### src/rtl/pipe_hazard_ctrl.sv
// Stall, flush and forwarding controller for a 5-stage RV32 pipeline.
// It handles load-use bubbles, EX redirects, LSU wait-state freezes with a timeout, and stall-cycle counting.
module pipe_hazard_ctrl #(
    parameter int unsigned LSU_TIMEOUT = 64,
    parameter int unsigned CNT_W       = 32
) (
    input  logic             clk_i,
    input  logic             reset_ni,
    input  logic [4:0]       id_rs1_addr_i,
    input  logic [4:0]       id_rs2_addr_i,
    input  logic             id_rs1_used_i,
    input  logic             id_rs2_used_i,
    input  logic [4:0]       ex_rs1_addr_i,
    input  logic [4:0]       ex_rs2_addr_i,
    input  logic [4:0]       ex_rd_addr_i,
    input  logic             ex_rd_wren_i,
    input  logic             ex_is_load_i,
    input  logic             ex_redirect_i,
    input  logic [4:0]       mem_rd_addr_i,
    input  logic             mem_rd_wren_i,
    input  logic [4:0]       wb_rd_addr_i,
    input  logic             wb_rd_wren_i,
    input  logic             lsu_req_i,
    input  logic             lsu_ack_i,
    output logic             pc_en_o,
    output logic             if_id_en_o,
    output logic             id_ex_en_o,
    output logic             ex_mem_en_o,
    output logic             mem_wb_en_o,
    output logic             if_id_flush_o,
    output logic             id_ex_flush_o,
    output logic [1:0]       fwd_a_sel_o,
    output logic [1:0]       fwd_b_sel_o,
    output logic             err_o,
    output logic [CNT_W-1:0] stall_cnt_o
);

    typedef enum logic [1:0] {
        ST_RUN      = 2'd0,
        ST_LSU_WAIT = 2'd1,
        ST_ERROR    = 2'd2
    } state_t;

    state_t           r_state;
    state_t           w_state_nxt;
    logic [15:0]      r_wait_cnt;
    logic [15:0]      w_wait_cnt_nxt;
    logic             r_err;
    logic [CNT_W-1:0] r_stall_cnt;
    logic             w_lsu_stall;
    logic             w_load_use;
    logic             w_release;

    // x0 is hardwired to zero, so it never creates a dependency.
    function automatic logic f_match(input logic [4:0] rs, input logic [4:0] rd, input logic en);
        return en && (rs != 5'd0) && (rs == rd);
    endfunction

    function automatic logic [1:0] f_fwd_sel(input logic [4:0] rs, input logic [4:0] mem_rd,
                                             input logic mem_en, input logic [4:0] wb_rd,
                                             input logic wb_en);
        logic [1:0] sel;
        if (f_match(rs, mem_rd, mem_en)) begin
            sel = 2'b01;
        end else if (f_match(rs, wb_rd, wb_en)) begin
            sel = 2'b10;
        end else begin
            sel = 2'b00;
        end
        return sel;
    endfunction

    assign w_lsu_stall = lsu_req_i && !lsu_ack_i;
    assign w_load_use  = ex_is_load_i && ex_rd_wren_i &&
                         (f_match(id_rs1_addr_i, ex_rd_addr_i, id_rs1_used_i) ||
                          f_match(id_rs2_addr_i, ex_rd_addr_i, id_rs2_used_i));
    assign w_release   = ((r_state == ST_RUN) && !w_lsu_stall) ||
                         ((r_state == ST_LSU_WAIT) && lsu_ack_i);

    // State and LSU wait counter register
    always_ff @(posedge clk_i or negedge reset_ni) begin
        if (!reset_ni) begin
            r_state    <= ST_RUN;
            r_wait_cnt <= 16'd0;
        end else begin
            r_state    <= w_state_nxt;
            r_wait_cnt <= w_wait_cnt_nxt;
        end
    end

    // Next-state logic; the timeout fires on the edge where the wait count would reach LSU_TIMEOUT
    always_comb begin
        w_state_nxt    = r_state;
        w_wait_cnt_nxt = r_wait_cnt;
        case (r_state)
            ST_RUN: begin
                if (w_lsu_stall) begin
                    w_state_nxt    = ST_LSU_WAIT;
                    w_wait_cnt_nxt = 16'd1;
                end else begin
                    w_wait_cnt_nxt = 16'd0;
                end
            end
            ST_LSU_WAIT: begin
                if (lsu_ack_i) begin
                    w_state_nxt    = ST_RUN;
                    w_wait_cnt_nxt = 16'd0;
                end else if (r_wait_cnt >= 16'(LSU_TIMEOUT - 1)) begin
                    w_state_nxt    = ST_ERROR;
                    w_wait_cnt_nxt = r_wait_cnt + 16'd1;
                end else begin
                    w_wait_cnt_nxt = r_wait_cnt + 16'd1;
                end
            end
            ST_ERROR: begin
                w_state_nxt = ST_ERROR;
            end
            default: begin
                w_state_nxt    = ST_RUN;
                w_wait_cnt_nxt = 16'd0;
            end
        endcase
    end

    // Enables, flushes and forwarding selects; everything idles while reset is held
    always_comb begin
        pc_en_o       = 1'b0;
        if_id_en_o    = 1'b0;
        id_ex_en_o    = 1'b0;
        ex_mem_en_o   = 1'b0;
        mem_wb_en_o   = 1'b0;
        if_id_flush_o = 1'b0;
        id_ex_flush_o = 1'b0;
        fwd_a_sel_o   = 2'b00;
        fwd_b_sel_o   = 2'b00;
        if (!reset_ni) begin
            fwd_a_sel_o = 2'b00;
        end else begin
            fwd_a_sel_o = f_fwd_sel(ex_rs1_addr_i, mem_rd_addr_i, mem_rd_wren_i,
                                    wb_rd_addr_i, wb_rd_wren_i);
            fwd_b_sel_o = f_fwd_sel(ex_rs2_addr_i, mem_rd_addr_i, mem_rd_wren_i,
                                    wb_rd_addr_i, wb_rd_wren_i);
            if (!w_release) begin
                pc_en_o = 1'b0;
            end else if (ex_redirect_i) begin
                pc_en_o       = 1'b1;
                if_id_en_o    = 1'b1;
                id_ex_en_o    = 1'b1;
                ex_mem_en_o   = 1'b1;
                mem_wb_en_o   = 1'b1;
                if_id_flush_o = 1'b1;
                id_ex_flush_o = 1'b1;
            end else if (w_load_use) begin
                id_ex_en_o    = 1'b1;
                id_ex_flush_o = 1'b1;
                ex_mem_en_o   = 1'b1;
                mem_wb_en_o   = 1'b1;
            end else begin
                pc_en_o     = 1'b1;
                if_id_en_o  = 1'b1;
                id_ex_en_o  = 1'b1;
                ex_mem_en_o = 1'b1;
                mem_wb_en_o = 1'b1;
            end
        end
    end

    // Sticky error flag and saturating stall-cycle counter
    always_ff @(posedge clk_i or negedge reset_ni) begin
        if (!reset_ni) begin
            r_err       <= 1'b0;
            r_stall_cnt <= '0;
        end else begin
            r_err <= r_err || (w_state_nxt == ST_ERROR);
            if (!pc_en_o && (r_stall_cnt != {CNT_W{1'b1}})) begin
                r_stall_cnt <= r_stall_cnt + CNT_W'(1);
            end else begin
                r_stall_cnt <= r_stall_cnt;
            end
        end
    end

    assign err_o       = r_err;
    assign stall_cnt_o = r_stall_cnt;

endmodule

### config.mk
export PLATFORM = sky130hd
export DESIGN_NAME = pipe_hazard_ctrl
export DESIGN_NICKNAME = d
export VERILOG_FILES = /design/src/rtl/pipe_hazard_ctrl.sv
export SDC_FILE = /design/constraint.sdc
export NUM_CORES = 1
export LEC_CHECK = 0
export CORE_ASPECT_RATIO = 1.25
export CORE_MARGIN = 2
export CORE_UTILIZATION = 43
export DETAILED_ROUTE_END_ITERATION = 6
export PLACE_DENSITY = 0.76
export SYNTH_ARGS = -nofsm -noshare
export SYNTH_HDL_FRONTEND = slang
export SYNTH_SLANG_ARGS = --single-unit
### constraint.sdc
create_clock -name clk_i -period 2.1 [get_ports clk_i]
set_input_delay 0.315 -clock clk_i [delete_from_list [all_inputs] [get_ports clk_i]]
set_output_delay 0.315 -clock clk_i [all_outputs]
set_load 0.01 [all_outputs]
==> flow_results.org <==
** Run status
- The run finished, with violations left.
- Failing checks :: negative setup slack

** STA
- The count of pins over their slew limit came to 0.
- Once routing completed, OpenROAD measured the worst setup slack at -17.9 ps.
- In the finished design, the share of the clock period the worst path needs comes to 1.01.
- Fin crit period :: 2120 ps
- Setup repair after global routing missed its margin :: true
- Max_slew headroom :: 0.644
- Fmax :: 472 MHz
- Final hold violations :: 0
- Hold_ws :: 232 ps
- Pin slew with the least headroom to its limit :: 534 ps
- Worst Skew :: 10.5 ps
- Setup violations remaining at the end of the flow were counted as 1.

** Drt
- Wires add up to 8530 µm.
- The first routing iteration left 78 violations.
- WL/cell :: 15.4 µm
- The first detailed-routing pass ran for 4 iterations.
- In the routed design, unresolved DRC markers number 0.
- The routed layout has 3,014 vias.
- Met3 wire length :: 357 µm
- Highest layer used for signal routing :: met4
- Detailed routing placed a total of 4600 µm of wire on met2.
- Post-detailed-route via-to-cell ratio :: 5.43
- In the final routing, the length of wire on met1 measures 3390 µm.
- Number of nets with antenna violations after detailed routing :: 0

** Placed design
- After detailed placement, the total cell area comes to 4350 µm².
- Buffers placed on the I/O ports in this run total 89.
- The congestion estimate from routability-driven global placement came to 0.828.
- Post-placement setup slack :: -651 ps
- Post-detail-place hpwl :: 5980 µm

** Power
- Maximum ir drop on the vdd rail :: 0.000498 V
- Total power of the final layout :: 3.23 mW
- In this run the power density over the cells is 669 nW/µm².
- Leak :: 2.04 nW

** Critical path
- Worst reg2reg path depth :: 6
- The startpoint identified for the worst register-to-register timing path is stall_cnt_o[3].
- Critical path startpoint :: ex_rs1_addr_i[1]
- The setup check on the worst reg-to-reg path leaves a slack of 70 ps.
- Kind of end point of the critical path :: output port
- Crit-path max FO :: 3
- Worst setup path class :: in2out
- STA puts the critical path data arrival time at 1800 ps.
- Worst path required time :: 1780 ps
- The worst setup path is launched from an input port.
- The endpoint identified for the worst register-to-register timing path is stall_cnt_o[31].
- The most critical setup path has its endpoint at fwd_a_sel_o[1].

** Finish
- Most common cell after layout, fill and taps aside :: clkdlybuf4s50_1
- Layout cells sized above 1 :: 0.258
- Number of diodes :: 0
- Cell area after layout :: 4830 µm²
- Final net count :: 512
- The layout has 540 filler cells.
- Relative area change from synthesis to final layout :: 55.4%
- Top library cells by usage in the layout, fill and taps aside :: clkdlybuf4s50_1 (53), dfrtp_1 (51), buf_4 (44)

** Clock tree
- Maximum root-to-sink buffer count :: 2
- Clock slew seen by the registers of the worst setup and hold paths :: 100 ps
- Clock tree synthesis inserted a total of 5 buffers.
- The tree is rooted in a clkbuf_8.
- Clock latency on the worst-skew pair, taken at its later pin, is 310 ps.
- The H-tree generated during clock tree synthesis spans 2 levels.
- CTS tree :: done
- Clock net sink count :: 51

** GRT
- Total global routing overflow :: 0
- Number of global-route vias before repair :: 2,912
- Largest net degree at the start of global routing :: 32
- The number of antenna violations at the first check in global routing is 0.
- The first global-routing pass estimated 13,200 µm of wire.
- Across every metal layer, demand over resource in global routing totals 0.210.

** Yosys
- Post-synthesis sequential element count :: 51
- The mapped netlist covers 3110 µm².
- Synthesized instance count :: 333
- The share of the Yosys chip area taken by registers is 0.411.
- Number of warning messages in the yosys log :: 0
- Async set-reset flop share out of synthesis :: 1.00
- Main synth FF type :: dfrtp_1
- Avg Inst Size Synth :: 9.33 µm²
- Net count after synthesis :: 381
- Number of synthesized flops with an enable pin :: 0
- Yosys cell types :: 46

** Die
- The floorplan step defined a core boundary enclosing 6980 µm².
- The die covers 7930 µm².
- The die is 80.0 µm wide.
- The die is 99.1 µm tall.
- The initial utilization of the core area, before any placement, comes to 0.445.
- Top-Level Pins :: 90
- In this run the core area contains 34 standard-cell rows.

** Min path
- In this run the worst hold path is classified as in2async.

** Flow run
- Max-cap check violation count :: 0
[through the flow]
stage	utilization	instances	TNS, ps
finish	0.692	555	-17.9
global route	0.692	555	-257
CTS	0.649	550	0
detailed placement	0.624	539	-20380
global placement	0.624	539	-19290
floorplan	-	333	0
[per-layer routing]
metal | track usage | vias to the layer above
li1 | - | 1455
met1 | 0.246 | 1457
met2 | 0.374 | 83
met3 | 0.0430 | 19
met4 | 0.0743 | 0
met5 | 0 | -
[worst max-delay path: stages]
cell and delay [ps]:
dlygate4sd2_1 280, or4_4 540, nor2_4 120, nor4_2 60
nor4_1 310, buf_2 190
[worst min-delay path by stage]
stage | startpoint | cells past startpoint | slack [ps] | end
after detailed placement | reset_ni | 2 | 290 | r_state[1]
after CTS | err_o | 1 | 500 | err_o
after global placement | reset_ni | 2 | 280 | r_state[0]
after floorplan | reset_ni | 0 | 20 | err_o
final | reset_ni | 3 | 230 | r_wait_cnt[8]
after global routing | reset_ni | 3 | 240 | r_wait_cnt[8]
[final cells by class]
cell class,instances,area (µm²),area share
Tap cell,90,113,0.0233
Multi-Input combinational cell,265,2050,0.424
Clock buffer,5,68.8,0.0143
Sequential cell,51,1280,0.264
Inverter,3,11.3,0.00233
Clock inverter,3,47.5,0.00985
Timing Repair Buffer,138,1270,0.262
[kinds of logic after synthesis]
family	synth area share
simple gates	0.297
xor+xnor	0.169
flops	0.411
compound gates	0.0721
buf+inv	0.0326
mux	0.0105
fa+ha+maj	0.00805
[cells in the mapped netlist (5+ instances only)]
| cell type | number | area share |
|---|---|---|
| nand3_1 | 20 | 0.032 |
| nor3_1 | 14 | 0.023 |
| nand2_1 | 41 | 0.050 |
| xor2_1 | 33 | 0.093 |
| clkbuf_1 | 5 | 0.0060 |
| o21ai_0 | 24 | 0.039 |
| nor4_1 | 21 | 0.042 |
| nand4_1 | 8 | 0.016 |
| nor2_1 | 17 | 0.021 |
| dfrtp_1 | 51 | 0.41 |
| and2_1 | 7 | 0.014 |
| xnor2_1 | 27 | 0.076 |
[state kept, by name, indices dropped and copies added, names as in the netlist]
register / flops
stall_cnt_o: 32
r_wait_cnt: 16
r_state: 2
err_o: 1
[repair_timing]
action / CTS / global route
cloned: 0 / 1
pin swaps: 16 / 26
endpoints found under the setup margin: 40 / 29
hold buffers: 1 / 0
gates resized for setup: 73 / 57
setup buffers: 2 / 4
endpoints found under the hold margin: 24 / 0
[power breakdown]
group	leakage (nW)	internal [mW]	switching, mW
sequential	0.625	1.13	0.156
combinational	1.35	0.669	0.562
clock	0.0587	0.362	0.348
total	2.04	2.16	1.07
No activity file was read; power rests on OpenSTA's default activity.
